### src/rtl/ps2_pkg.sv
// Shared constants and types for the PS/2 paddle-key receiver.
//   PS2_EXT / PS2_BRK   : extended and break prefix bytes
//   PS2_UP_DEF / DOWN   : default make codes for the paddle keys
//   rx_state_e          : frame receiver state encoding
package ps2_pkg;

  localparam logic [7:0] PS2_EXT      = 8'hE0;
  localparam logic [7:0] PS2_BRK      = 8'hF0;
  localparam logic [7:0] PS2_UP_DEF   = 8'h75;
  localparam logic [7:0] PS2_DOWN_DEF = 8'h72;

  localparam int unsigned BYTE_W = 8;
  localparam int unsigned BIT_CNT_W = 3;

  typedef enum logic [1:0] {
    ST_IDLE   = 2'd0,
    ST_DATA   = 2'd1,
    ST_PARITY = 2'd2,
    ST_STOP   = 2'd3
  } rx_state_e;

  // Odd parity holds when data bits plus parity bit contain an odd number of ones.
  function automatic logic odd_parity_ok(input logic [BYTE_W-1:0] data, input logic par);
    return (^data) ^ par;
  endfunction

endpackage

### src/rtl/ps2_frame_rx.sv
// PS/2 frame receiver: pin synchronisers, falling-edge detector, 11-bit frame
// FSM with inter-edge timeout, parity and stop-bit check.
//   clock, reset_n          : system clock, async active-low reset
//   ps2_clk_in, ps2_dat_in  : raw asynchronous PS/2 pins
//   byte_data, byte_valid   : received byte and one-cycle strobe
//   frame_err               : one-cycle strobe on parity/stop/timeout error
module ps2_frame_rx
  import ps2_pkg::*;
#(
  parameter int unsigned TIMEOUT_CYCLES = 100000
) (
  input  logic              clock,
  input  logic              reset_n,
  input  logic              ps2_clk_in,
  input  logic              ps2_dat_in,
  output logic [BYTE_W-1:0] byte_data,
  output logic              byte_valid,
  output logic              frame_err
);

  localparam int unsigned CNT_W = $clog2(TIMEOUT_CYCLES + 1);
  // The FSM leaves on the same edge the counter reaches TIMEOUT_CYCLES-1.
  localparam logic [CNT_W-1:0] CNT_LAST = CNT_W'(TIMEOUT_CYCLES - 2);

  logic                 clk_s1, clk_s2, clk_prev;
  logic                 dat_s1, dat_s2;
  logic                 fall;
  rx_state_e            state;
  logic [BIT_CNT_W-1:0] bit_cnt;
  logic [BYTE_W-1:0]    shift;
  logic                 par;
  logic [CNT_W-1:0]     cnt;

  assign fall = clk_prev & ~clk_s2;

  // Synchronisers and frame FSM; pins reset to the idle-high line level.
  always_ff @(posedge clock or negedge reset_n) begin
    if (!reset_n) begin
      clk_s1     <= 1'b1;
      clk_s2     <= 1'b1;
      clk_prev   <= 1'b1;
      dat_s1     <= 1'b1;
      dat_s2     <= 1'b1;
      state      <= ST_IDLE;
      bit_cnt    <= '0;
      shift      <= '0;
      par        <= 1'b0;
      cnt        <= '0;
      byte_data  <= '0;
      byte_valid <= 1'b0;
      frame_err  <= 1'b0;
    end else begin
      clk_s1     <= ps2_clk_in;
      clk_s2     <= clk_s1;
      clk_prev   <= clk_s2;
      dat_s1     <= ps2_dat_in;
      dat_s2     <= dat_s1;
      byte_valid <= 1'b0;
      frame_err  <= 1'b0;

      if (state == ST_IDLE) begin
        cnt <= '0;
        if (fall && !dat_s2) begin
          state   <= ST_DATA;
          bit_cnt <= '0;
        end
      end else if (fall) begin
        cnt <= '0;
        case (state)
          ST_DATA: begin
            shift   <= {dat_s2, shift[BYTE_W-1:1]};
            bit_cnt <= bit_cnt + BIT_CNT_W'(1);
            if (bit_cnt == BIT_CNT_W'(BYTE_W - 1)) state <= ST_PARITY;
          end
          ST_PARITY: begin
            par   <= dat_s2;
            state <= ST_STOP;
          end
          ST_STOP: begin
            if (dat_s2 && odd_parity_ok(shift, par)) begin
              byte_data  <= shift;
              byte_valid <= 1'b1;
            end else begin
              frame_err <= 1'b1;
            end
            state <= ST_IDLE;
          end
          default: state <= ST_IDLE;
        endcase
      end else if (cnt == CNT_LAST) begin
        // Clock stalled mid-frame: drop the partial byte.
        cnt       <= cnt + CNT_W'(1);
        state     <= ST_IDLE;
        frame_err <= 1'b1;
      end else begin
        cnt <= cnt + CNT_W'(1);
      end
    end
  end

endmodule

### src/rtl/ps2_paddle_keys.sv
// PS/2 keyboard to paddle controls: decodes E0/F0 prefixes and turns the
// UP/DOWN make/break codes into held levels.
//   clock, reset_n          : 50 MHz system clock, async active-low reset
//   ps2_clk_in, ps2_dat_in  : raw asynchronous PS/2 pins
//   up, down                : held key levels
//   scan_code, scan_valid   : last non-prefix byte and its update strobe
//   frame_err               : one-cycle strobe on a bad or timed-out frame
module ps2_paddle_keys
  import ps2_pkg::*;
#(
  parameter int unsigned TIMEOUT_CYCLES = 100000,
  parameter logic [7:0]  UP_CODE        = PS2_UP_DEF,
  parameter logic [7:0]  DOWN_CODE      = PS2_DOWN_DEF
) (
  input  logic              clock,
  input  logic              reset_n,
  input  logic              ps2_clk_in,
  input  logic              ps2_dat_in,
  output logic              up,
  output logic              down,
  output logic [BYTE_W-1:0] scan_code,
  output logic              scan_valid,
  output logic              frame_err
);

  logic [BYTE_W-1:0] byte_data;
  logic              byte_valid;
  logic              rx_err;
  logic              ext;
  logic              brk;

  ps2_frame_rx #(
    .TIMEOUT_CYCLES(TIMEOUT_CYCLES)
  ) u_rx (
    .clock     (clock),
    .reset_n   (reset_n),
    .ps2_clk_in(ps2_clk_in),
    .ps2_dat_in(ps2_dat_in),
    .byte_data (byte_data),
    .byte_valid(byte_valid),
    .frame_err (rx_err)
  );

  // Prefix decoder; ext is kept for debug only so arrow and keypad keys match alike.
  always_ff @(posedge clock or negedge reset_n) begin
    if (!reset_n) begin
      up         <= 1'b0;
      down       <= 1'b0;
      scan_code  <= '0;
      scan_valid <= 1'b0;
      frame_err  <= 1'b0;
      ext        <= 1'b0;
      brk        <= 1'b0;
    end else begin
      scan_valid <= 1'b0;
      frame_err  <= rx_err;
      if (byte_valid) begin
        if (byte_data == PS2_EXT) begin
          ext <= 1'b1;
        end else if (byte_data == PS2_BRK) begin
          brk <= 1'b1;
        end else begin
          scan_code  <= byte_data;
          scan_valid <= 1'b1;
          if (byte_data == UP_CODE)   up   <= ~brk;
          if (byte_data == DOWN_CODE) down <= ~brk;
          ext <= 1'b0;
          brk <= 1'b0;
        end
      end
    end
  end

endmodule
### config.mk
export PLATFORM = sky130hd
export DESIGN_NAME = ps2_paddle_keys
export DESIGN_NICKNAME = d
export VERILOG_FILES = /design/src/rtl/ps2_pkg.sv /design/src/rtl/ps2_frame_rx.sv /design/src/rtl/ps2_paddle_keys.sv
export SDC_FILE = /design/constraint.sdc
export NUM_CORES = 1
export LEC_CHECK = 0
export BUFFER_PORTS_ARGS = -buffer_cell sky130_fd_sc_hd__clkbuf_2
export CORE_MARGIN = 4
export CORE_UTILIZATION = 25
export DETAILED_ROUTE_END_ITERATION = 10
export HOLD_SLACK_MARGIN = 0.05
export PLACE_DENSITY_LB_ADDON = 0.15
export SYNTH_ARGS = -nofsm -noshare
export SYNTH_HDL_FRONTEND = slang
export SYNTH_HIERARCHICAL = 1
export SYNTH_SLANG_ARGS = --single-unit
### constraint.sdc
create_clock -name clock -period 2.17 [get_ports clock]
set_input_delay 0.1085 -clock clock [delete_from_list [all_inputs] [get_ports clock]]
set_output_delay 0.1085 -clock clock [all_outputs]
set_load 0.02 [all_outputs]
* Word-level counts from Yosys, hierarchy flattened
Index checks and enable logic that the tools add are counted.
** Word-level totals
- Output and inout bits :: 12
- Input port bits :: 4
- Register bits after elaboration :: 59
- Word-level logic and storage cells :: 81
** Operators by class
- Eq/ne operators :: 11
- Add/sub/neg operators :: 2
- Reductions and logical operators :: 17
- Bitwise operators :: 7
- Muxes and demuxes :: 25
** Operator list (number)
- $mux 17 :: 2
- $add 17x1->17 const B :: 1
- $eq 17x17->1 const B :: 1
- $eq 8x7->1 const B :: 2
- $eq 8x8->1 const B :: 2
- $reduce_and 3->1 :: 5
- $mux 1 :: 13
- $mux 3 :: 4
- $reduce_and 4->1 :: 3
- $mux 2 :: 5
- $reduce_xor 8->1 :: 1
- $not 1->1 :: 5
- $eq 2x2->1 const B :: 2
- $ne 4x4->1 const B :: 1
- $pmux 2 s2 :: 1
- $reduce_bool 2->1 :: 2
- $add 3x1->3 const B :: 1
- $eq 3x3->1 const B :: 1
- $reduce_bool 3->1 :: 1
- $eq 2x1->1 const B :: 1
- $logic_and 1x1->1 :: 2
- $logic_not 2->1 :: 1
- $ne 2x2->1 const B :: 1
- $reduce_and 2->1 :: 1
- other kinds (3) :: 3

* Depth between registers and ports, before layout
- Word-level depth :: 7
- Gate-level depth with buffers :: 7
- Depth with buffers taken out :: 6

* Cells and area by module
Netlist, hierarchy kept.
** By module, submodules not included
- ps2_frame_rx :: seq. area each 1157.4 µm², area an instance 2174.6 µm², cells an instance 183, instances 1
- ps2_paddle_keys :: seq. area each 325.3 µm², area an instance 524.3 µm², cells an instance 37, instances 1

* Least setup slack after synthesis
No wires, ideal clock.
- Kind :: register to register
- From :: register u_rx.state[0]
- To :: register u_rx.byte_data[0]
- Library setup time :: 0.125 ns
- Buffers on the path :: 1
- Data arrival time :: 1.902 ns
- Path slack :: 0.143 ns
- Clock period less this slack :: 2.027 ns
- Cell stages (with the launch flop) :: 8
- Cells stage by stage :: dfrtp_1 -> inv_1 -> ha_1 -> clkbuf_1 -> nor3b_2 -> nand4_1 -> mux2i_4 -> mux2_2
** Between the ends
- Longest elaborated chain between the ends :: 3
** Ends and longest elaborated chain
- from (decl) :: RTL line ps2_frame_rx.sv:28 : rx_state_e state;
- from (signal assigned) :: RTL line ps2_frame_rx.sv:44 : state <= ST_IDLE;
- from (signal assigned) :: RTL line ps2_frame_rx.sv:64 : state <= ST_DATA;
- from (signal assigned) :: RTL line ps2_frame_rx.sv:73 : if (bit_cnt == BIT_CNT_W'(BYTE_W - 1)) state <= ST_PARITY;
- $logic_not 2->1 :: RTL line ps2_frame_rx.sv:61 : if (state == ST_IDLE) begin
- $not 1->1 (no source line)
- $reduce_and 4->1 (no source line) *
- to (signal assigned) :: RTL line ps2_frame_rx.sv:81 : byte_data <= shift;
- to (decl) :: RTL line ps2_frame_rx.sv:16 : output logic [BYTE_W-1:0] byte_data,
Mark *: on every way between the ends. The rest lies on a longest branch, timed or not.
A chain may end at the register's enable or synchronous reset.

* Final worst setup path
- From :: register u_rx.state[0]
- To :: register u_rx.byte_data[7]
Same word-level chain as after synthesis.

==> flow_summary.ini <==
[grt]
grt.total_usage_pct = 8.51
grt_pass1_vias = 1721
grt_most_used_layer = met2
use_met1_pct = 11.1
grtUsageMet3_pct = 2.34
grt_max_degree = 60
met2_usage_pct = 13.0
grt_overflow = 0
grt_pass1_wl_um = 8540
antenna_found_initial = 0

[floorplan]
fp.coreArea_um2 = 10400
dieArea_um2 = 12500
ios = 16
rows = 37
die_y_um = 112
die_x_um = 112
initial_core_util_pct = 25.9

[cells_and_area]
seqCellArea_um2 = 1480
drive_above_1_share_pct = 28.5
multi_input_area_um2 = 1170
n_fill_cell = 1054
instances_no_fill = 389
nets = 260
area_growth_syn_to_layout_pct = 18.7
design_area_um2 = 3200
diodes = 0

[logic_synthesis]
async_reset_ff_share_pct = 100
synthDistinctLibCells = 39
syn_avg_cell_area_um2 = 12.3
synth_cells = 220
yosysSeqAreaShare_pct = 54.9
synth.ff_latch_count = 59
ys_warn_count = 6
synthesis.nets = 232
synth_edf_count = 0
synth.cell_area_um2 = 2700
synth_ff_type = dfrtp_1

[sta]
hold_viol = 0
max_freq_mhz = 491
setup_viol = 0
fin_crit_ns = 2.04
maxSlewViolCount = 0
fin_ws_ns = 0.132
fin_skew_ns = 0.0124
worst_slew_pin_slew_ns = 0.382
setup_tns_ns = 0
fin_crit_sh_pct = 93.9
rsz0062_at_grt = false
max-slew-margin-rel_pct = 74.0

[setup_path]
rrSetupSlack_ns = 0.13
timing_worst_setup_path_type = reg -> reg
slowest_delay_ns = 0.38
critPathLaunch = u_rx/state[0]
crit_slowest_cell = mux2_2
crit_fanout = 9
cp-start-kind = flip-flop
endpoint_kind = flip-flop
arrival_ns = 2.25
critPathRequiredTime_ns = 2.38
crit_path_cell_trace = inv_1 -> ha_1 -> nor3b_4 -> nand4_1 -> mux2i_4 -> mux2_2
rr_startpoint = u_rx/state[0]

[power_and_ir_drop]
p_int_mw = 2.28
seqPwrFrac_pct = 42.3
vdd_drop_max_mv = 0.340
power_switching_mw = 1.03
power.density_nw_per_um2 = 1030
fin_total_pwr_mw = 3.31
leakagePower_nw = 1.48
sw_frac_of_total_pct = 31.2
combPwrFrac_pct = 28.5
p_clk_share_pct = 29.2

[cts]
postCtsSetupBuffers = 0
htreeDepth = 3
clk_pin_slew_worst_paths_ns = 0.07
cts_buffer_depth = 2
clkLatencyLatePin_ns = 0.33
cts_root_buffer = clkbuf_8
clock_sinks = 59
cts_buffers = 9
cts_tree = built

[routing]
avgRoutedWirePerCell_um = 13.0
vias = 1720
viasPerCell = 4.42
antenna_left = 0
drt_wl_total_um = 5040
first_pass_iters = 4
drc = 0
drtIter0Drc = 67

[placed_design]
place.gp.congestion = 0.692
numPortBuffers = 15
place_ws_ns = 0.0798
placedCellCount = 370
hpwl_um = 3310
placed_area_um2 = 2970

[outcome]
status = complete, no violations

[job]
max_cap_viol_count = 0

[hold_path]
hold_path.class = in -> async
==> cell families after synthesis <==
family / Yosys count / synth area share, %
and+or+nand+nor: 67 / 14.3
DFF: 59 / 54.9
muxes: 30 / 12.7
AOI/OAI and AO/OA: 28 / 6.31
buffers and inverters: 15 / 2.09
xor gates and xnor gates: 13 / 5.93
adders and majority gates: 8 / 3.71
==> through the flow <==
| stage | util (%) | hold slack (ns) |
|---|---|---|
| after floorplan | - | -0.187 |
| after global placement | 28.5 | 0.153 |
| after detailed placement | 28.5 | 0.145 |
| after CTS | 30.7 | 0.336 |
| after global routing | 30.8 | 0.359 |
| final | 30.8 | 0.335 |
==> worst paths after layout <==
check                                    end  depth (start not counted)
setup / recovery           u_rx/byte_data[7]                          6
hold / removal                    scan_valid                          3
setup reg to reg           u_rx/byte_data[7]                          6
hold reg to reg                  u_rx/dat_s2                          0
max in group asynchronous        u_rx/dat_s1                          3
min in group clock               u_rx/dat_s2                          0
==> cell usage after synthesis, types with 3 or more instances <==
library cell  count  area share [%]
clkbuf_1          5            0.70
ha_1              8             3.7
nand2_1          13             1.8
a21oi_1          10             1.9
nor2b_1           3            0.70
a31oi_1           3            0.70
or3_1             8             1.9
nand3_1           6             1.1
dfstp_2           5             4.9
xnor2_1           5             1.6
o21ai_0          10             1.9
mux2i_1           4             1.5
nor2_1           12             1.7
dfrtp_1          54              50
xor2_1            5             1.6
and4_1            3            0.97
inv_1            10             1.4
nand4_1           7             1.6
mux2_2           25              10
==> sequential cells by signal (all words and copies together), names as in the netlist <==
register and count:
u_rx/frame_err 1, u_rx/cnt 17, scan_valid 1, u_rx/state 2, up 1, down 1
u_rx/shift 8, u_rx/clk_s1 1, u_rx/par 1, u_rx/clk_s2 1, u_rx/dat_s1 1, brk 1
u_rx/byte_valid 1, u_rx/clk_prev 1, u_rx/byte_data 8, scan_code 8, u_rx/bit_cnt 3, frame_err 1
u_rx/dat_s2 1
==> critical path, delay by kind of cell, from the launching register on <==
kind	cells	cell delay (ns)
mux	2	0.74
simple gates	2	0.48
flops	1	0.37
fa+ha+maj	1	0.24
buf+inv	1	0.08
==> metal layers <==
layer	up-vias	part of all wire, %
li1	847	-
met1	844	50
met2	21	44
met3	8	3.5
met4	0	1.8
met5	-	0
==> cell usage in the layout, fill, tap and decap left out, types with 2 or more instances in the layout <==
cell,instances
a31oi_1,3
xnor3_2,2
dfstp_2,5
and2_1,2
clkbuf_2,15
clkinvlp_4,2
xnor2_1,5
mux2i_1,4
and4_1,3
dfrtp_1,54
dlygate4sd3_1,3
mux2_2,25
buf_4,3
or3_1,8
a21oi_1,10
nor2b_1,3
nand2_1,13
xor2_1,5
o21ai_0,10
ha_1,8
nand3_1,6
nand4_1,7
clkbuf_8,13
inv_1,10
and4b_1,2
nor2_1,12
nor4b_1,2
==> power groups by stage <==
stage	Sequential [mW]	Clock [mW]	Combinational [mW]
after floorplan	1.39	0	0.731
after global placement	1.42	0	0.934
after detailed placement	1.42	0	0.944
after CTS	1.40	1.01	0.955
after global routing	1.42	1.07	1.06
final	1.40	0.969	0.944
==> area by class of cell <==
cell class	count	area share [%]
clock inverter	3	0.625
tap	136	5.31
timing repair buffer	22	4.61
inverter	10	1.17
sequential	59	46.3
multi-input combinational	146	36.4
clock buffer	13	5.59
==> what timing repair did <==
item / CTS / global route
endpoints found under the hold margin: 56 / 0
hold buffers: 3 / 0
endpoints found under the setup margin: 0 / 8
resized for setup: 0 / 1
(Power assumes the default switching activity.)
